File: config.mk
export PLATFORM = sky130hd
export DESIGN_NAME = firefly_flash_gen
export DESIGN_NICKNAME = d
export VERILOG_FILES = /design/src/rtl/firefly_flash_gen.sv
export SDC_FILE = /design/constraint.sdc
export NUM_CORES = 1
export LEC_CHECK = 0
export CORE_UTILIZATION = 50
export DETAILED_ROUTE_END_ITERATION = 6
export PLACE_DENSITY = 0.74
export SLEW_MARGIN = 20
export SYNTH_ARGS = -nofsm -noshare
export SYNTH_HDL_FRONTEND = slang
export SYNTH_SLANG_ARGS = --single-unit
File: constraint.sdc
create_clock -name clk -period 3 [get_ports clk]
set_input_delay 0.6 -clock clk [delete_from_list [all_inputs] [get_ports clk]]
set_output_delay 0.6 -clock clk [all_outputs]
set_load 0.02 [all_outputs]
File: src/rtl/firefly_flash_gen.sv
// Firefly flash pulse train: fixed period, four-entry width pattern.
// Define FLASH_LOOP_EN for free-running flashes gated by sta.
module firefly_flash_gen #(
   parameter int TICKS_PER_US = 50,
   parameter int PERIOD_US    = 1000,
   parameter int NUM_FLASH    = 20
) (
   input  logic       clk,
   input  logic       rst_n,
   input  logic       sta,
   input  logic       wr_en,
   input  logic [1:0] wr_idx,
   input  logic [9:0] wr_us,
   output logic       f0,
   output logic       busy,
   output logic       done
);

   localparam int PW = (TICKS_PER_US > 1) ? $clog2(TICKS_PER_US) : 1;
   localparam int UW = (PERIOD_US > 1) ? $clog2(PERIOD_US) : 1;
   localparam int CW = (UW > 10) ? UW : 10;
   localparam logic [PW-1:0] PS_MAX = PW'(TICKS_PER_US - 1);
   localparam logic [UW-1:0] US_MAX = UW'(PERIOD_US - 1);

   typedef enum logic [1:0] {
      IDLE = 2'd0,
      RUN  = 2'd1,
      DONE = 2'd2
   } state_t;

   state_t          state_q, state_d;
   logic [PW-1:0]   ps_q, ps_d;
   logic [UW-1:0]   us_q, us_d;
   logic [1:0]      idx_q, idx_d, idx_n;
   logic [9:0]      width_q, width_d;
   logic [9:0]      pat_q [4];
   logic [9:0]      pat_wt [4];
   logic            f0_d, busy_d, done_d;
   logic            period_end;

`ifndef FLASH_LOOP_EN
   localparam int FW = $clog2(NUM_FLASH + 1);
   localparam logic [FW-1:0] CNT_LAST = FW'(NUM_FLASH - 1);
   logic [FW-1:0]   cnt_q, cnt_d;
`endif

   // A write on the latch edge must be seen by the period being latched
   always_comb begin
      for (int i = 0; i < 4; i++)
         pat_wt[i] = (wr_en && wr_idx == 2'(i)) ? wr_us : pat_q[i];
   end

   assign idx_n      = idx_q + 2'd1;
   assign period_end = (ps_q == PS_MAX) && (us_q == US_MAX);

   always_comb begin
      state_d = state_q;
      ps_d    = ps_q;
      us_d    = us_q;
      idx_d   = idx_q;
      width_d = width_q;
`ifndef FLASH_LOOP_EN
      cnt_d   = cnt_q;
`endif
      unique case (state_q)
         IDLE: begin
            if (sta) begin
               state_d = RUN;
               ps_d    = '0;
               us_d    = '0;
               idx_d   = '0;
               width_d = pat_wt[0];
`ifndef FLASH_LOOP_EN
               cnt_d   = '0;
`endif
            end
         end
         RUN: begin
            ps_d = ps_q + PW'(1);
            if (ps_q == PS_MAX) begin
               ps_d = '0;
               us_d = us_q + UW'(1);
            end
            if (period_end) begin
               us_d    = '0;
               idx_d   = idx_n;
               width_d = pat_wt[idx_n];
`ifdef FLASH_LOOP_EN
               if (!sta)
                  state_d = IDLE;
`else
               cnt_d = cnt_q + FW'(1);
               if (cnt_q == CNT_LAST)
                  state_d = DONE;
`endif
            end
         end
         DONE: state_d = IDLE;
         default: state_d = IDLE;
      endcase
      busy_d = (state_d == RUN);
      done_d = (state_d == DONE);
      f0_d   = busy_d && (CW'(us_d) < CW'(width_d));
   end

   always_ff @(posedge clk or negedge rst_n) begin
      if (!rst_n) begin
         state_q <= IDLE;
         ps_q    <= '0;
         us_q    <= '0;
         idx_q   <= '0;
         width_q <= '0;
         f0      <= 1'b0;
         busy    <= 1'b0;
         done    <= 1'b0;
      end else begin
         state_q <= state_d;
         ps_q    <= ps_d;
         us_q    <= us_d;
         idx_q   <= idx_d;
         width_q <= width_d;
         f0      <= f0_d;
         busy    <= busy_d;
         done    <= done_d;
      end
   end

`ifndef FLASH_LOOP_EN
   always_ff @(posedge clk or negedge rst_n) begin
      if (!rst_n)
         cnt_q <= '0;
      else
         cnt_q <= cnt_d;
   end
`endif

   always_ff @(posedge clk or negedge rst_n) begin
      if (!rst_n) begin
         pat_q[0] <= 10'd250;
         pat_q[1] <= 10'd150;
         pat_q[2] <= 10'd200;
         pat_q[3] <= 10'd180;
      end else if (wr_en) begin
         pat_q[wr_idx] <= wr_us;
      end
   end

endmodule
Yosys cells after proc, flatten, opt, wreduce, memory -nomap -nowiden
Index checks and enable logic that the tools add are counted.
Widths: inputs -> output; s select.
{"block": "word_totals", "ff_bits": 78, "in_bits": 16, "output_inout_bits": 3, "wordCells": 76}
{"block": "op_classes", "addsub": 4, "n_lt_le_gt_ge": 4, "n_eq_ne": 11, "mux": 30, "bitwise": 2, "n_reduce_logical": 12}
{"cell": "$mux 10", "count": 12}
{"cell": "$bwmux 40", "count": 1}
{"cell": "$pmux 10 s2", "count": 2}
{"cell": "$bmux 10 s2", "count": 1}
{"cell": "$demux 10 s2", "count": 1}
{"cell": "$mux 6", "count": 2}
{"cell": "$pmux 6 s2", "count": 1}
{"cell": "$add 10x1->10 const B", "count": 1}
{"cell": "$eq 10x10->1 const B", "count": 1}
{"cell": "$lt 10x10->1", "count": 1}
{"cell": "$mux 2", "count": 5}
{"cell": "$mux 5", "count": 2}
{"cell": "$pmux 5 s2", "count": 1}
{"cell": "$pmux 2 s2", "count": 2}
{"cell": "$logic_and 1x1->1", "count": 7}
{"cell": "$add 6x1->6 const B", "count": 1}
{"cell": "$eq 2x1->1 const B", "count": 3}
{"cell": "$eq 2x2->1 const B", "count": 3}
{"cell": "$eq 6x6->1 const B", "count": 1}
{"cell": "$ge 3x3->1 const B", "count": 2}
{"cell": "$not 2->3", "count": 2}
{"cell": "$add 5x1->5 const B", "count": 1}
{"cell": "$eq 5x5->1 const B", "count": 1}
{"cell": "$logic_not 2->1", "count": 2}
{"cell": "other kinds (6)", "count": 7}

Logic depth before layout (Yosys ltp)
{"block": "depth", "ltp_word": 10, "ltp_mapped": 16, "ltp_nobuf": 15}

Worst setup path before layout
OpenSTA, ideal clock, no wires.
{"block": "synth_timing", "kind": "input -> register", "from": "input wr_idx[1]", "to": "register f0", "arrival_time_ns": 2.901, "path_slack_ns": 0.021, "cell_stages": 15, "n_path_buf": 2, "cell_sequence": "buf_2 > nor3b_1 > buf_2 > mux2i_1 > nor2_1 > a21oi_1 > a2bb2oi_1 > and3_1 > ha_1 > a21oi_1 > nor2_1 > a211oi_1 > o211ai_1 > nor3_1 > o2bb2ai_1"}
{"block": "synth_via", "elab_chain_cells": 10}
{"element": "from (decl)", "line": "12", "rtl": "input logic [1:0] wr_idx,"}
{"element": "$eq 2x2->1 (tied with other cells)", "line": "50", "rtl": "pat_wt[i] = (wr_en && wr_idx == 2'(i)) ? wr_us : pat_q[i];"}
{"element": "$logic_and 1x1->1", "line": "50"}
{"element": "$mux 10", "line": "50"}
{"element": "$bmux 10 s2", "line": "87", "rtl": "width_d = pat_wt[idx_n];"}
{"element": "$mux 10 (not written as such) (2 in series)", "line": "87"}
{"element": "$mux 10", "line": "84", "rtl": "if (period_end) begin"}
{"element": "$pmux 10 s2 *", "line": "65", "rtl": "unique case (state_q)"}
{"element": "$lt 10x10->1 *", "line": "103", "rtl": "f0_d = busy_d && (CW'(us_d) < CW'(width_d));"}
{"element": "$logic_and 1x1->1 *", "line": "103"}
{"element": "net f0_d", "line": "38", "rtl": "logic f0_d, busy_d, done_d;"}
{"element": "to (signal assigned)", "line": "113", "rtl": "f0 <= 1'b0;"}
{"element": "to (signal assigned)", "line": "122", "rtl": "f0 <= f0_d;"}
{"element": "to (decl)", "line": "14", "rtl": "output logic f0,"}
Mark *: on every way through the listed nets, which the timed path passes. The rest lies on a longest branch. The select of a mux whose other input is x is not followed.
A chain may end at the register's enable or synchronous reset.

Worst setup path after layout
{"block": "layout_timing", "from": "register ps_q[1]", "to": "register f0"}
{"block": "layout_via", "elab_chain_cells": 6}
{"element": "from (decl)", "line": "32", "rtl": "logic [PW-1:0] ps_q, ps_d;"}
{"element": "from (signal assigned)", "line": "118", "rtl": "ps_q <= ps_d;"}
{"element": "$eq 6x6->1 *", "line": "54, 80"}
{"element": "$mux 10 or $logic_and 1x1->1 (tied branches)", "line": "80, 54"}
{"element": "$mux 10 or $mux 2 (tied branches)", "line": "84"}
{"element": "$pmux 10 s2 or $pmux 2 s2 (tied branches)", "line": "65"}
{"element": "$lt 10x10->1 or $eq 2x1->1 (tied branches)", "line": "103, 101"}
{"element": "$logic_and 1x1->1 *", "line": "103"}
{"element": "net f0_d", "line": "38"}
Mark *: on every way through the listed nets, which the timed path passes. The rest lies on a longest branch.

==> summary.txt <==
Run status
  • Outcome: completed

Clocking
  • CTS tree: built
  • Clk buf depth: 2
  • Clock slew at reported path FFs: 0.08 ns
  • H-tree depth: 3
  • Sink Count: slightly below 80
  • Clock Latency Late Sink: about 0.36 ns
  • CTS buffer count: 9
  • Clock Tree Root: clkbuf_8
  • Hold_buf cts: 0

Worst setup path
  • Worst Setup End Kind: flop
  • Critical path required time: roughly 3.3 ns
  • Worst-path maximum fanout: 6
  • CP delay by family, top: simple AND/OR/NAND/NOR gates
  • Arr. time, crit path: between 3 and 4 ns
  • Worst-path cell chain: inv_1, ha_2, and4bb_4, nand4_4, or3_4, or2_4, and3_4, ha_4, a21oi_4, nor2_2, a211oi_2, o211ai_1, nor3_1, o2bb2ai_1
  • Slowest cell on crit path: or3_4
  • Crit path largest cell delay: 0.43 ns
  • CP Class: reg2reg
  • CP bufs+invs: 1
  • Worst setup SP type: flop

Drt
  • # DRC: 0
  • Drt initial violations: 144
  • Vias: 3,079
  • Total Wirelength: 8.852 mm
  • Routed len/inst: ~16 µm
  • Antenna viol nets, final: 0
  • Drt first pass iters: 4
  • Vias per Instance: 5.598

Yosys
  • Post-Syn Nets: 404
  • Mapped Cells: approximately 380
  • Number of synthesized flops with an enable pin: 0
  • Synthesis-stage register bit count: 78
  • Main synth FF type: dfrtp_1
  • Synth Area per Inst: 10.64 µm²
  • Syn Std Cell Area: 0.003990 mm²
  • Post-synthesis sequential area ratio: 0.4945
  • Async SR Flop Fraction: 1.000
  • Ys Warns: 0
  • Distinct cells, synth: 54

GRT
  • GRT Total Usage: 0.2240
  • Largest net degree at the start of global routing: 79
  • Number of global-route vias before repair: 3,113
  • Initial antenna violation count: 0
  • Total congestion overflow: 0
  • First-pass GRT wire length: 14.51 mm

Timing
  • RSZ-0062 raised after global routing: true
  • Fin Hold WS: about 0.39 ns
  • Achievable Freq: 336.7 MHz
  • Clock period minus worst slack: 2.970 ns
  • Worst Tran Pin Value: 0.9801 ns
  • Layout Skew: 0.01165 ns
  • Final setup violation count: 0
  • Worst relative slew slack: 0.3466
  • Crit share post-route: 0.9899
  • Fin. max-slew vios: 0
  • Final hold violations: 0

Cells and area
  • Final non-filler cell total: 550
  • Ant. Diodes: 0
  • Fill count: 582
  • Nets: roughly 470
  • Utilization after layout: 0.6545
  • Share of cells above drive strength 1: 0.3772
  • Area Overhead vs Synth: 26.75%

Pwr
  • Power per cell area: roughly 600 mW/mm²
  • Peak VDD IR: 0.0002787 V
  • Pleak: ~2.2 nW

Die
  • Die Wd: about 91 µm
  • FP Rows: 32
  • Die Footprint: 0.008341 mm²
  • Initial Util: 0.5164
  • Die Y-Extent: ~91 µm
  • Ports: 19
  • Core ar.: 0.007727 mm²

Place
  • Dpl cells: 524
  • IO buf count: 18
  • Final Wtd Congestion: 0.8313
  • DP HPWL: a little under 6 mm

Hold path
  • Worst min-delay path class: in2async

Run
  • Max cap viols: 0
==> cells in the final DEF (no fill, tap or decap), drive strengths merged, types with 6 or more instances in the layout <==
master / Yosys / routed
dfrtp: 61 / 61
mux2: 32 / 32
nor2: 20 / 20
clkdlybuf4s50: 0 / 14
a2bb2oi: 7 / 7
xor2: 6 / 6
inv: 11 / 12
buf: 5 / 54
mux2i: 19 / 19
nand3: 18 / 18
and3: 14 / 14
ha: 13 / 13
o21ai: 26 / 26
o31ai: 6 / 6
nand2: 41 / 41
clkbuf: 9 / 10
a21oi: 13 / 13
dfstp: 17 / 17
or2: 10 / 10
==> metal layers <==
metal  up-vias  GRT usage  wire length (µm)
met5         -          0                 0
met4         0    0.08995               229
met3        21    0.04523               307
met2        63     0.3674              4268
met1      1520     0.2913              4048
li1       1475          -                 -
==> worst register-to-register path, delay by kind of cell, from the launching register on <==
kind | cells | cell delay [ns]
fa+ha+maj | 2 | 0.38
flops | 1 | 0.38
simple gates | 7 | 1.48
buf+inv | 1 | 0.06
compound gates | 4 | 0.60
==> registers in the layout (all words and copies together), names as in the netlist, 2 cells and up <==
register and cells:
ps_q 6, idx_q 2, width_q 10, cnt_q 5, state_q 2, us_q 10
pat_q 40
==> stage by stage <==
stage                     setup TNS, ns  power [W]  instance area [µm²]  worst slack (ns)
final                                 0   0.003064                 5057           0.03034
after global routing            -0.1100   0.003245                 5057           -0.1100
after CTS                             0   0.003017                 4875          0.005612
after detailed placement        -0.6932   0.002147                 4563           -0.6932
after global placement          -0.5236   0.002110                 4563           -0.5236
after floorplan                       0   0.001841                 3990           0.02141
==> cells in the mapped netlist (4+ instances only) <==
cell type | n | area share
o21ai_0 | 26 | 0.033
and3_1 | 13 | 0.020
clkbuf_1 | 7 | 0.0066
o31ai_1 | 6 | 0.011
dfstp_2 | 17 | 0.11
buf_2 | 4 | 0.0050
xor2_1 | 6 | 0.013
inv_1 | 11 | 0.010
nor3_1 | 4 | 0.0050
mux2_2 | 31 | 0.087
nor2_1 | 20 | 0.019
ha_1 | 13 | 0.041
dfrtp_1 | 61 | 0.38
mux2i_1 | 19 | 0.048
nand2_1 | 40 | 0.038
nand3_1 | 18 | 0.023
or2_1 | 7 | 0.011
a2bb2oi_1 | 7 | 0.015
a21oi_1 | 13 | 0.016
==> power breakdown <==
group	internal, W	total (W)	switching, W
clock	0.000469	0.000858	0.000390
combinational	0.000426	0.000830	0.000404
sequential	0.00128	0.00138	0.0000975
==> cell families after synthesis <==
logic type	after synthesis	share of synthesized area
muxes	51	0.1380
and+or+nand+nor	126	0.1634
xor gates and xnor gates	6	0.01317
adders and majority gates	13	0.04077
DFF	78	0.4945
buffers and inverters	26	0.02634
AOI/OAI and AO/OA	75	0.1239
==> worst paths after layout <==
check / cells past startpoint / start / slack (ns) / endpoint
min reg2reg: 2 / width_q[5] / 0.47 / width_q[5]
max reg2reg: 14 / ps_q[1] / 0.03 / f0
max: 14 / ps_q[1] / 0.03 / f0
max in group asynchronous: 1 / rst_n / 1.97 / width_q[5]
min in group clk: 2 / width_q[5] / 0.47 / width_q[5]
min: 1 / rst_n / 0.39 / ps_q[0]
==> cell type report <==
class | count | area [µm²] | area share
clock inverter | 6 | 86.33 | 0.01707
multi-input combinational | 271 | 2118 | 0.4189
clock buffer | 10 | 127.6 | 0.02523
inverter | 12 | 48.80 | 0.009649
tap | 102 | 127.6 | 0.02523
timing repair buffer | 71 | 575.6 | 0.1138
sequential | 78 | 1973 | 0.3902
==> repair_timing <==
item | 4_1_cts | 5_1_grt
setup endpoints to repair | 1 | 1
pin swaps | 2 | 12
gates cloned | 0 | 0
buffers inserted | 8 | 2
gates resized for setup | 13 | 35
(Power assumes the default switching activity.)
==> variant (config.mk and constraints unchanged) <==
Set the parameter `NUM_FLASH` to 40 (it was 20).
--- a/src/rtl/firefly_flash_gen.sv
+++ b/src/rtl/firefly_flash_gen.sv
@@ -3,7 +3,7 @@
 module firefly_flash_gen #(
    parameter int TICKS_PER_US = 50,
    parameter int PERIOD_US    = 1000,
-   parameter int NUM_FLASH    = 20
+   parameter int NUM_FLASH    = 40
 ) (
    input  logic       clk,
    input  logic       rst_n,
Formal check against the unedited RTL: no difference found for any inputs over 10 cycles, from zero or initial values and one cycle with rst_n low; that may be too few to reach the edited logic, so the function may still have changed.
==> variant against the original RTL <==
The run now ends with setup timing left; routed wire length increased by 2.8%; worst hold slack better by 0.015 ns; synthesized area increased by 4.2%; final area rose by 2.7%; power increased by 4.3%; count of clock-buffer cells in the layout did not move; sequential cell count up 1; worst setup slack worse by 0.091 ns.
==> variant: results <==
status:
  status: "finished with violations"
  violations: "setup timing"
sta:
  setup_tns_ns: -0.0602
  setup_viol: 1
  setup_ws_ns: -0.0602
  skew_ns: 0.00903
  maxSlewViolCount: 0
  tightest_slew_ns: 0.989
finish:
  multi_input_area_share: 0.405
  nonClkBufAreaFrac: 0.125
  nonClockBufferCount: 76
  final_layout_size_suffix_gt1_frac: 0.354
  fin_nets: 473
  nonClockInverterCount: 17
  n_multi_input_combinational_cell: 261
  final-clk-cell-share: 0.0489
  n_clock_buffer: 10
  fill_cells: 595
  sh_seq_area: 0.385
global_routing:
  grt_pass1_vias: 3249
  grt_usage: 0.234
  grt_pass1_wl_um: 15600
  antenna_found_initial: 0
  grt_max_degree: 80
yosys:
  ys_ff_latch: 79
  synth_compound_area_frac: 0.124
  synth_mux_area_frac: 0.176
  ys_types: 54
  synthTopCellsByArea: "dfrtp_1 (37%), mux2_2 (11%), dfstp_2 (11%), mux2i_1 (6.5%), ha_1 (3.9%)"
  synth_commonest_cells: "dfrtp_1 (62), mux2_2 (41), nand2_1 (36), mux2i_1 (27), o21ai_0 (23)"
  synth_xor_area_frac: 0.0148
  seq_area_frac_synth: 0.481
  synthAdderAreaFrac: 0.0391
power_and_ir_drop:
  ir_drop_mv: 0.302
  cellLeakagePower_nw: 2.33
  p_sw_uw: 911
  clock_net_power_uw: 993
  p_per_area_nw_per_um2: 615
critical_path:
  cpMaxStageDelayCell: "or4_4"
  worstPathArrival_ns: 3.36
  critPathMaxFanout: 5
  critical_path.max_stage_delay_ns: 0.48
clocking:
  htreeDepth: 3
  cts_buffers: 9
  root_buffer: "clkbuf_8"
  hold_buffers: 0
  cts_buffer_depth: 2
route:
  drt_iter0_drc: 173
  wl_per_cell_um: 16.5
  vias_per_cell: 5.65
  totalWireLength_um: 9100
  ant_nets: 0
placed_design:
  dp_cells: 530
  routabilityCongestion: 0.796
  hpwl_um: 6270
-- variant: path summary, 6_finish.rpt --
| path | start | cells after the start | end |
|---|---|---|---|
| setup reg to reg | ps_q[1]$_DFFE_PN0P_ | 12 | f0$_DFF_PN0_ |
| min in group clk | width_q[4]$_DFF_PN0_ | 2 | width_q[4]$_DFF_PN0_ |
| hold reg to reg | width_q[4]$_DFF_PN0_ | 2 | width_q[4]$_DFF_PN0_ |
| hold / removal | rst_n | 1 | pat_q[9]$_DFFE_PN0N_ |
| max in group asynchronous | rst_n | 1 | ps_q[2]$_DFFE_PN0P_ |
| setup / recovery | ps_q[1]$_DFFE_PN0P_ | 12 | f0$_DFF_PN0_ |
-- variant: per-stage QoR --
stage / hold slack (ns) / worst slack, ns / instance area (um^2)
5_1_grt: 0.497 / -0.201 / 5190
2_1_floorplan: 0.304 / 0.00748 / 4200
6_report: 0.401 / -0.0602 / 5190
4_1_cts: 0.442 / -0.0555 / 5170
3_5_place_dp: 0.471 / -0.618 / 4840
3_3_place_gp: 0.462 / -0.544 / 4840
-- variant: cells by family after synthesis --
logic type,count (synthesis)
simple gates,101
xor+xnor,7
compound gates,72
buf+inv,35
mux,68
fa+ha+maj,13
flops,79
-- variant: timing repair --
item / CTS / global route
gates resized for setup: 17 / 4
pin swaps: 3 / 1
buffers inserted: 3 / 1
cloned: 1 / 0
setup endpoints to repair: 1 / 1
-- variant: routing by layer --
metal  vias to the layer above  global-route usage  share of wire
li1                       1518                   -              -
met1                      1533               0.311           0.46
met2                        52               0.392           0.48
met3                        11              0.0276          0.036
met4                         0              0.0936          0.016
met5                         -                   0              0
